## src/rtl/my_node_info_pkg.sv

```systemverilog
// Shared constants and types for the EER-RL node-info block.
// Packet-type codes, word width, the fixed-point unit and the heartbeat-lock state type.
package node_pkg;

  localparam int WORD_WIDTH = 16;

  localparam logic [2:0] PKT_HB   = 3'b000;
  localparam logic [2:0] PKT_CHE  = 3'b001;
  localparam logic [2:0] PKT_INV  = 3'b010;
  localparam logic [2:0] PKT_CHT  = 3'b100;
  localparam logic [2:0] PKT_DATA = 3'b101;

  // 1.0 in unsigned 2.14 fixed point.
  localparam logic [WORD_WIDTH-1:0] Q_ONE = 16'h4000;

  typedef enum logic {
    LOCK_OPEN = 1'b0,
    LOCK_HELD = 1'b1
  } hb_lock_e;

endpackage

```

## src/rtl/my_node_info_if.sv

```systemverilog
// Field bus from the packet parser into the node-info block, plus the node state it publishes.
// Handshake: a packet is taken on every rising clk edge where en_MNI is high; there is no ready/back-pressure.
interface my_node_info_if;
  import node_pkg::*;

  logic                  en_MNI;
  logic [2:0]            fPktType;
  logic [WORD_WIDTH-1:0] energy;
  logic [WORD_WIDTH-1:0] destinationID;
  logic [WORD_WIDTH-1:0] hops;
  logic [WORD_WIDTH-1:0] timeslot;
  logic [WORD_WIDTH-1:0] e_threshold;

  logic [WORD_WIDTH-1:0] myNodeID;
  logic [WORD_WIDTH-1:0] hopsFromSink;
  logic [WORD_WIDTH-1:0] myQValue;
  logic                  role;
  logic                  low_E;

  // Observability of internal state for checkers.
  hb_lock_e              dbg_lock;
  logic [WORD_WIDTH-1:0] dbg_timeslot;

  modport master (
    output en_MNI, fPktType, energy, destinationID, hops, timeslot, e_threshold,
    input  myNodeID, hopsFromSink, myQValue, role, low_E, dbg_lock, dbg_timeslot
  );

  modport slave (
    input  en_MNI, fPktType, energy, destinationID, hops, timeslot, e_threshold,
    output myNodeID, hopsFromSink, myQValue, role, low_E, dbg_lock, dbg_timeslot
  );

endinterface

```

## src/rtl/my_node_info_q_init_div.sv

```systemverilog
// Initial Q-value: residual energy (2.14) divided by integer hop count, truncated.
// A zero hop count means the node is adjacent to the sink, so the energy passes straight through.
module q_init_div
  import node_pkg::*;
(
  input  logic [WORD_WIDTH-1:0] i_dividend,
  input  logic [WORD_WIDTH-1:0] i_divisor,
  output logic [WORD_WIDTH-1:0] o_quotient
);

  always_comb begin
    o_quotient = i_dividend;
    if (i_divisor != '0) begin
      o_quotient = i_dividend / i_divisor;
    end
  end

endmodule

```

## src/rtl/my_node_info.sv

```systemverilog
// Per-node state register for the EER-RL cluster-routing node.
// Decodes parsed packets from the field bus and keeps hop distance, initial Q-value, role and low-energy flag.
module my_node_info
  import node_pkg::*;
#(
  parameter logic [WORD_WIDTH-1:0] NODE_ID = 16'h000C
) (
  input  logic           clk,
  input  logic           nrst,
  my_node_info_if.slave  bus
);

  hb_lock_e              r_lock_state;
  hb_lock_e              w_lock_next;
  logic [WORD_WIDTH-1:0] r_hops_from_sink;
  logic [WORD_WIDTH-1:0] r_q_value;
  logic                  r_role;
  logic                  r_low_e;
  logic [WORD_WIDTH-1:0] r_timeslot;
  logic [WORD_WIDTH-1:0] w_q_init;
  logic                  w_hb_accept;
  logic                  w_for_me;

  q_init_div u_q_init_div (
    .i_dividend (bus.energy),
    .i_divisor  (bus.hops),
    .o_quotient (w_q_init)
  );

  assign w_for_me    = (bus.destinationID == NODE_ID);
  assign w_hb_accept = bus.en_MNI && (bus.fPktType == PKT_HB) && (r_lock_state == LOCK_OPEN);

  // Heartbeat lock: one HB per round; CHT or DATA traffic marks the round over.
  always_ff @(posedge clk or negedge nrst) begin
    if (!nrst) begin
      r_lock_state <= LOCK_OPEN;
    end else begin
      r_lock_state <= w_lock_next;
    end
  end

  always_comb begin
    w_lock_next = r_lock_state;
    if (bus.en_MNI) begin
      case (bus.fPktType)
        PKT_HB:   w_lock_next = LOCK_HELD;
        PKT_CHT,
        PKT_DATA: w_lock_next = LOCK_OPEN;
        default:  w_lock_next = r_lock_state;
      endcase
    end
  end

  always_ff @(posedge clk or negedge nrst) begin
    if (!nrst) begin
      r_hops_from_sink <= '1;
      r_q_value        <= '0;
      r_role           <= 1'b0;
      r_low_e          <= 1'b0;
      r_timeslot       <= '1;
    end else if (bus.en_MNI) begin
      if (w_hb_accept) begin
        r_hops_from_sink <= bus.hops;
        r_q_value        <= w_q_init;
        r_low_e          <= (bus.energy < bus.e_threshold);
        r_role           <= 1'b0;
      end
      if (bus.fPktType == PKT_CHE) begin
        r_role <= w_for_me;
      end
      // A cluster head owns the schedule, so only members accept a slot assignment.
      if ((bus.fPktType == PKT_CHT) && !r_role && w_for_me) begin
        r_timeslot <= bus.timeslot;
      end
    end
  end

  assign bus.myNodeID     = NODE_ID;
  assign bus.hopsFromSink = r_hops_from_sink;
  assign bus.myQValue     = r_q_value;
  assign bus.role         = r_role;
  assign bus.low_E        = r_low_e;
  assign bus.dbg_lock     = r_lock_state;
  assign bus.dbg_timeslot = r_timeslot;

endmodule

```

## src/flat_wrapper.sv

```systemverilog
// flat-port wrapper written by rule: the top's interface ports become plain ports
module my_node_info_flat import node_pkg::*;
#(
  parameter logic [WORD_WIDTH-1:0] NODE_ID = 16'h000C
)
  (clk, nrst, bus_en_MNI, bus_fPktType, bus_energy, bus_destinationID, bus_hops, bus_timeslot, bus_e_threshold, bus_myNodeID, bus_hopsFromSink, bus_myQValue, bus_role, bus_low_E, bus_dbg_lock, bus_dbg_timeslot);
  my_node_info_if bus_i ();
  input  logic clk;
  input  logic nrst;
  input wire logic [$bits(bus_i.en_MNI)-1:0] bus_en_MNI;
  input wire logic [$bits(bus_i.fPktType)-1:0] bus_fPktType;
  input wire logic [$bits(bus_i.energy)-1:0] bus_energy;
  input wire logic [$bits(bus_i.destinationID)-1:0] bus_destinationID;
  input wire logic [$bits(bus_i.hops)-1:0] bus_hops;
  input wire logic [$bits(bus_i.timeslot)-1:0] bus_timeslot;
  input wire logic [$bits(bus_i.e_threshold)-1:0] bus_e_threshold;
  output wire logic [$bits(bus_i.myNodeID)-1:0] bus_myNodeID;
  output wire logic [$bits(bus_i.hopsFromSink)-1:0] bus_hopsFromSink;
  output wire logic [$bits(bus_i.myQValue)-1:0] bus_myQValue;
  output wire logic [$bits(bus_i.role)-1:0] bus_role;
  output wire logic [$bits(bus_i.low_E)-1:0] bus_low_E;
  output wire logic [$bits(bus_i.dbg_lock)-1:0] bus_dbg_lock;
  output wire logic [$bits(bus_i.dbg_timeslot)-1:0] bus_dbg_timeslot;
  assign bus_i.en_MNI = bus_en_MNI;
  assign bus_i.fPktType = bus_fPktType;
  assign bus_i.energy = bus_energy;
  assign bus_i.destinationID = bus_destinationID;
  assign bus_i.hops = bus_hops;
  assign bus_i.timeslot = bus_timeslot;
  assign bus_i.e_threshold = bus_e_threshold;
  assign bus_myNodeID = bus_i.myNodeID;
  assign bus_hopsFromSink = bus_i.hopsFromSink;
  assign bus_myQValue = bus_i.myQValue;
  assign bus_role = bus_i.role;
  assign bus_low_E = bus_i.low_E;
  assign bus_dbg_lock = bus_i.dbg_lock;
  assign bus_dbg_timeslot = bus_i.dbg_timeslot;
  my_node_info #(.NODE_ID(NODE_ID)) u_core (.clk(clk), .nrst(nrst), .bus(bus_i));
endmodule
```

## config.mk

```make
export PLATFORM = sky130hd
export DESIGN_NAME = my_node_info_flat
export DESIGN_NICKNAME = d
export VERILOG_FILES = /design/src/rtl/my_node_info_pkg.sv /design/src/rtl/my_node_info_if.sv /design/src/rtl/my_node_info_q_init_div.sv /design/src/rtl/my_node_info.sv /design/src/flat_wrapper.sv
export SDC_FILE = /design/constraint.sdc
export NUM_CORES = 1
export LEC_CHECK = 0
export ABC_AREA = 0
export ABC_CLOCK_PERIOD_IN_PS = 1700
export BUFFER_PORTS_ARGS = -buffer_cell sky130_fd_sc_hd__buf_2
export CAP_MARGIN = 20
export CORE_UTILIZATION = 40
export CTS_BUF_LIST = sky130_fd_sc_hd__clkbuf_8 sky130_fd_sc_hd__clkbuf_16
export DETAILED_ROUTE_END_ITERATION = 7
export PLACE_DENSITY = 0.63
export SLEW_MARGIN = 10
export SYNTH_ARGS = -nofsm -noshare
export SYNTH_HDL_FRONTEND = slang
export SYNTH_HIERARCHICAL = 1
export SYNTH_SLANG_ARGS = --single-unit
```

## constraint.sdc

```tcl
create_clock -name clk -period 1.7 [get_ports clk]
set_input_delay 0.51 -clock clk [delete_from_list [all_inputs] [get_ports clk]]
set_output_delay 0.51 -clock clk [all_outputs]
set_load 0.05 [all_outputs]
```

==> run_results.csv <==
group,metric,value,unit
worst_setup_path,cp_slowest_cell,"or4_4",
logic_synthesis,synth_most_common_cell,"ha_1",
logic_synthesis,synthTopCellsByArea,"ha_1 19%, dfstp_2 8.4%, mux2_2 6.7%",
worst_setup_path,arrival,23900,ps
cts,tritoncts,"built",
worst_setup_path,start_kind,"input port",
status,outcome,"complete, but fails checks",
finish,nFillCells,1616,
sta,fin_skew,9.00,ps
logic_synthesis,synth_top_family_by_area,"compound AO/OA/AOI/OAI gates",
sta,finalSetupTns,-164170,ps
placed_design,place_area,0.0154,mm^2
floorplanning,io_pins,153,
power_and_ir_drop,p_leak,8.60,nW
sta,period_share,1390,%
min_path,hold_path_class,"input port to async pin",
flow_run,maxCapViolations,0,
logic_synthesis,synth-compound-area-share,26.6,%
logic_synthesis,syn-cell-area,0.0101,mm^2
sta,period_minus_slack,23690,ps
finish,final_util,73.9,%
cts,numCtsBuffers,5,
sta,whs,103,ps
logic_synthesis,synthFlopType,"dfstp_2",
detailed_routing,drc_errors,0,
worst_setup_path,required,1910,ps
floorplanning,initial_core_util,41.1,%
logic_synthesis,synth-simple-area-share,20.1,%
finish,fin_cells,2332,
placed_design,place_hpwl,32.8,mm
logic_synthesis,synth_enable_flop_cells,0,
logic_synthesis,synth-seq-cells,51,
sta,rsz0062_at_grt,"true",
logic_synthesis,async_reset_ff_share,100,%
logic_synthesis,synth_mux_area_share,9.50,%
sta,hold_violations,0,
status,violations,"setup timing",
sta,drv_slew,0,
sta,timing.fmax,42.2,MHz
finish,drive_gt1_share,58.7,%
logic_synthesis,synthTopCellsByCount,"152 x ha_1, 102 x nand2_1, 99 x nor2_1",
detailed_routing,vias,13576,
floorplanning,fp-row-count,57,
cts,clk_pin_slew,90,ps
cts,clockBufferDepth,2,
floorplanning,core-area,0.0245,mm^2
worst_setup_path,crit_start,"bus_hops[7]",
power_and_ir_drop,power_density,580,mW/mm^2
worst_setup_path,cpMostUsedCell,"buf_4",
global_route,antenna_found_initial,0,
power_and_ir_drop,peakVddDrop,0.000613,V
worst_setup_path,worstSetupEndpointType,"register",
cts,cts.sinks,51,
finish,n_antenna_cell,0,
sta,tightest_slew,502,ps
worst_setup_path,path_class,"input port to register",
logic_synthesis,syn_inst,1271,
sta,slew_headroom,66.3,%
global_route,grt.total_usage,32.2,%
detailed_routing,drt-wirelength-per-cell,20.2,um
cts,insertion_delay,310,ps
placed_design,placed_cells,2205,
logic_synthesis,avgSynthCellArea,7.92,um^2
placed_design,port_buffers,136,
detailed_routing,ant_nets,0,
logic_synthesis,synth_top_area_share,18.9,%
logic_synthesis,synth_xor_area_share,6.27,%
detailed_routing,routed_wl,47.0,mm
global_route,grt_pass1_wl,65.9,mm
sta,setup_slack,-21990,ps
logic_synthesis,synth_fa_ha_area_share,18.9,%
global_route,overflow,0,
logic_synthesis,seq_area_frac_synth,13.1,%
floorplanning,die_h,161,um
cts,cts_htree_levels,2,
floorplanning,dieWidth,161,um
global_route,grt_pass1_vias,13107,
floorplanning,die_area,0.0258,mm^2
power_and_ir_drop,p_total,10.5,mW
detailed_routing,drt_iter0_drc,975,
cts,clock-root-buffer,"clkbuf_16",
detailed_routing,avgViaCountPerCell,5.82,
worst_setup_path,r2r_start,"u_core/bus.dbg_lock$_DFFE_PN0P_",
logic_synthesis,ys.warnings.count,6,
detailed_routing,drtPass1Iterations,5,
logic_synthesis,post-synth-top-area-cell,"ha_1",
sta,setup_violations,17,
global_route,grt_max_degree,39,
placed_design,gp_congestion,0.987,
worst_setup_path,crit_fanout,7,
worst_setup_path,cp_slowest_stage_delay,550,ps
finish,area_growth,79.6,%
placed_design,place_ws,-22990,ps
logic_synthesis,yosys.cell_types.count,93,
finish,fin_nets,2245,
finish,finalInstanceArea,0.0181,mm^2
[state kept, by name, summed over array words and instances (netlist names)]
name and count:
u_core/bus.dbg_timeslot 16, u_core/bus.hopsFromSink 16, u_core/bus.myQValue 16, u_core/bus.dbg_lock 1
u_core/bus.low_E 1, u_core/bus.role 1
[per-layer routing]
layer  share of wire, %  GRT usage [%]  vias to the layer above
met1                 39           38.4                     6506
met5                  0              0                        -
met2                 48           56.5                      633
li1                   -              -                     6234
met3                6.6           4.55                      203
met4                6.5           15.1                        0
[where the power goes]
part / total, mW / internal (mW) / leakage (nW) / switching (mW)
registers: 1.50 / 1.41 / 0.592 / 0.0906
clock network: 1.16 / 0.573 / 0.0776 / 0.588
logic: 7.81 / 3.79 / 7.93 / 4.01
total: 10.5 / 5.78 / 8.60 / 4.69
[kinds of logic (layout without fill, tap and decap cells)]
kind of cell	count (synthesis)	count (layout)
AOI/OAI and AO/OA	388	388
xor gates and xnor gates	72	72
adders and majority gates	152	152
buffers and inverters	121	844
DFF	51	51
muxes	83	83
other	2	16
and+or+nand+nor	402	402
[cell usage in the layout (no fill, tap or decap), types with 39 or more instances in the layout]
cell	instances
ha_1	99
buf_6	53
xnor2_1	42
nand2_1	87
buf_4	584
ha_4	39
buf_2	129
inv_1	59
nor2_1	85
mux2_2	41
a21oi_1	56
[cell type report]
cell class / instances / area [um^2] / area share (%)
multi-input combinational: 1113 / 10200 / 56.4
clock buffer: 5 / 125 / 0.692
timing repair buffer: 773 / 5770 / 31.9
sequential: 51 / 1320 / 7.28
tap: 324 / 405 / 2.24
inverter: 63 / 236 / 1.31
clock inverter: 3 / 33.8 / 0.187
[worst paths after layout]
check | endpoint | slack [ps] | cells after the start
setup reg to reg | u_core/bus.low_E$_DFFE_PN0P_ | 200 | 3
min in group clk | u_core/bus.dbg_timeslot[10]$_DFFE_PN1P_ | 420 | 2
setup / recovery | u_core/bus.myQValue[0]$_DFFE_PN0P_ | -21990 | 124
hold / removal | u_core/bus.myQValue[13]$_DFFE_PN0P_ | 100 | 1
max in group asynchronous | u_core/bus.hopsFromSink[9]$_DFFE_PN1P_ | 990 | 2
hold reg to reg | u_core/bus.myQValue[7]$_DFFE_PN0P_ | 510 | 1
[critical path, delay by kind of cell]
| kind | cells | cell delay [ps] |
|---|---|---|
| fa+ha+maj | 15 | 4350 |
| simple gates | 29 | 4950 |
| buf+inv | 21 | 3030 |
| mux | 3 | 910 |
| compound gates | 56 | 10110 |
[repair_timing]
item / CTS / global route
hold buffers: 0 / 0
buffers inserted: 48 / 76
pin swaps: 64 / 99
resized for setup: 163 / 174
endpoints found under the hold margin: 0 / 0
cloned: 1 / 2
endpoints found under the setup margin: 18 / 26
(Power assumes the default switching activity.)
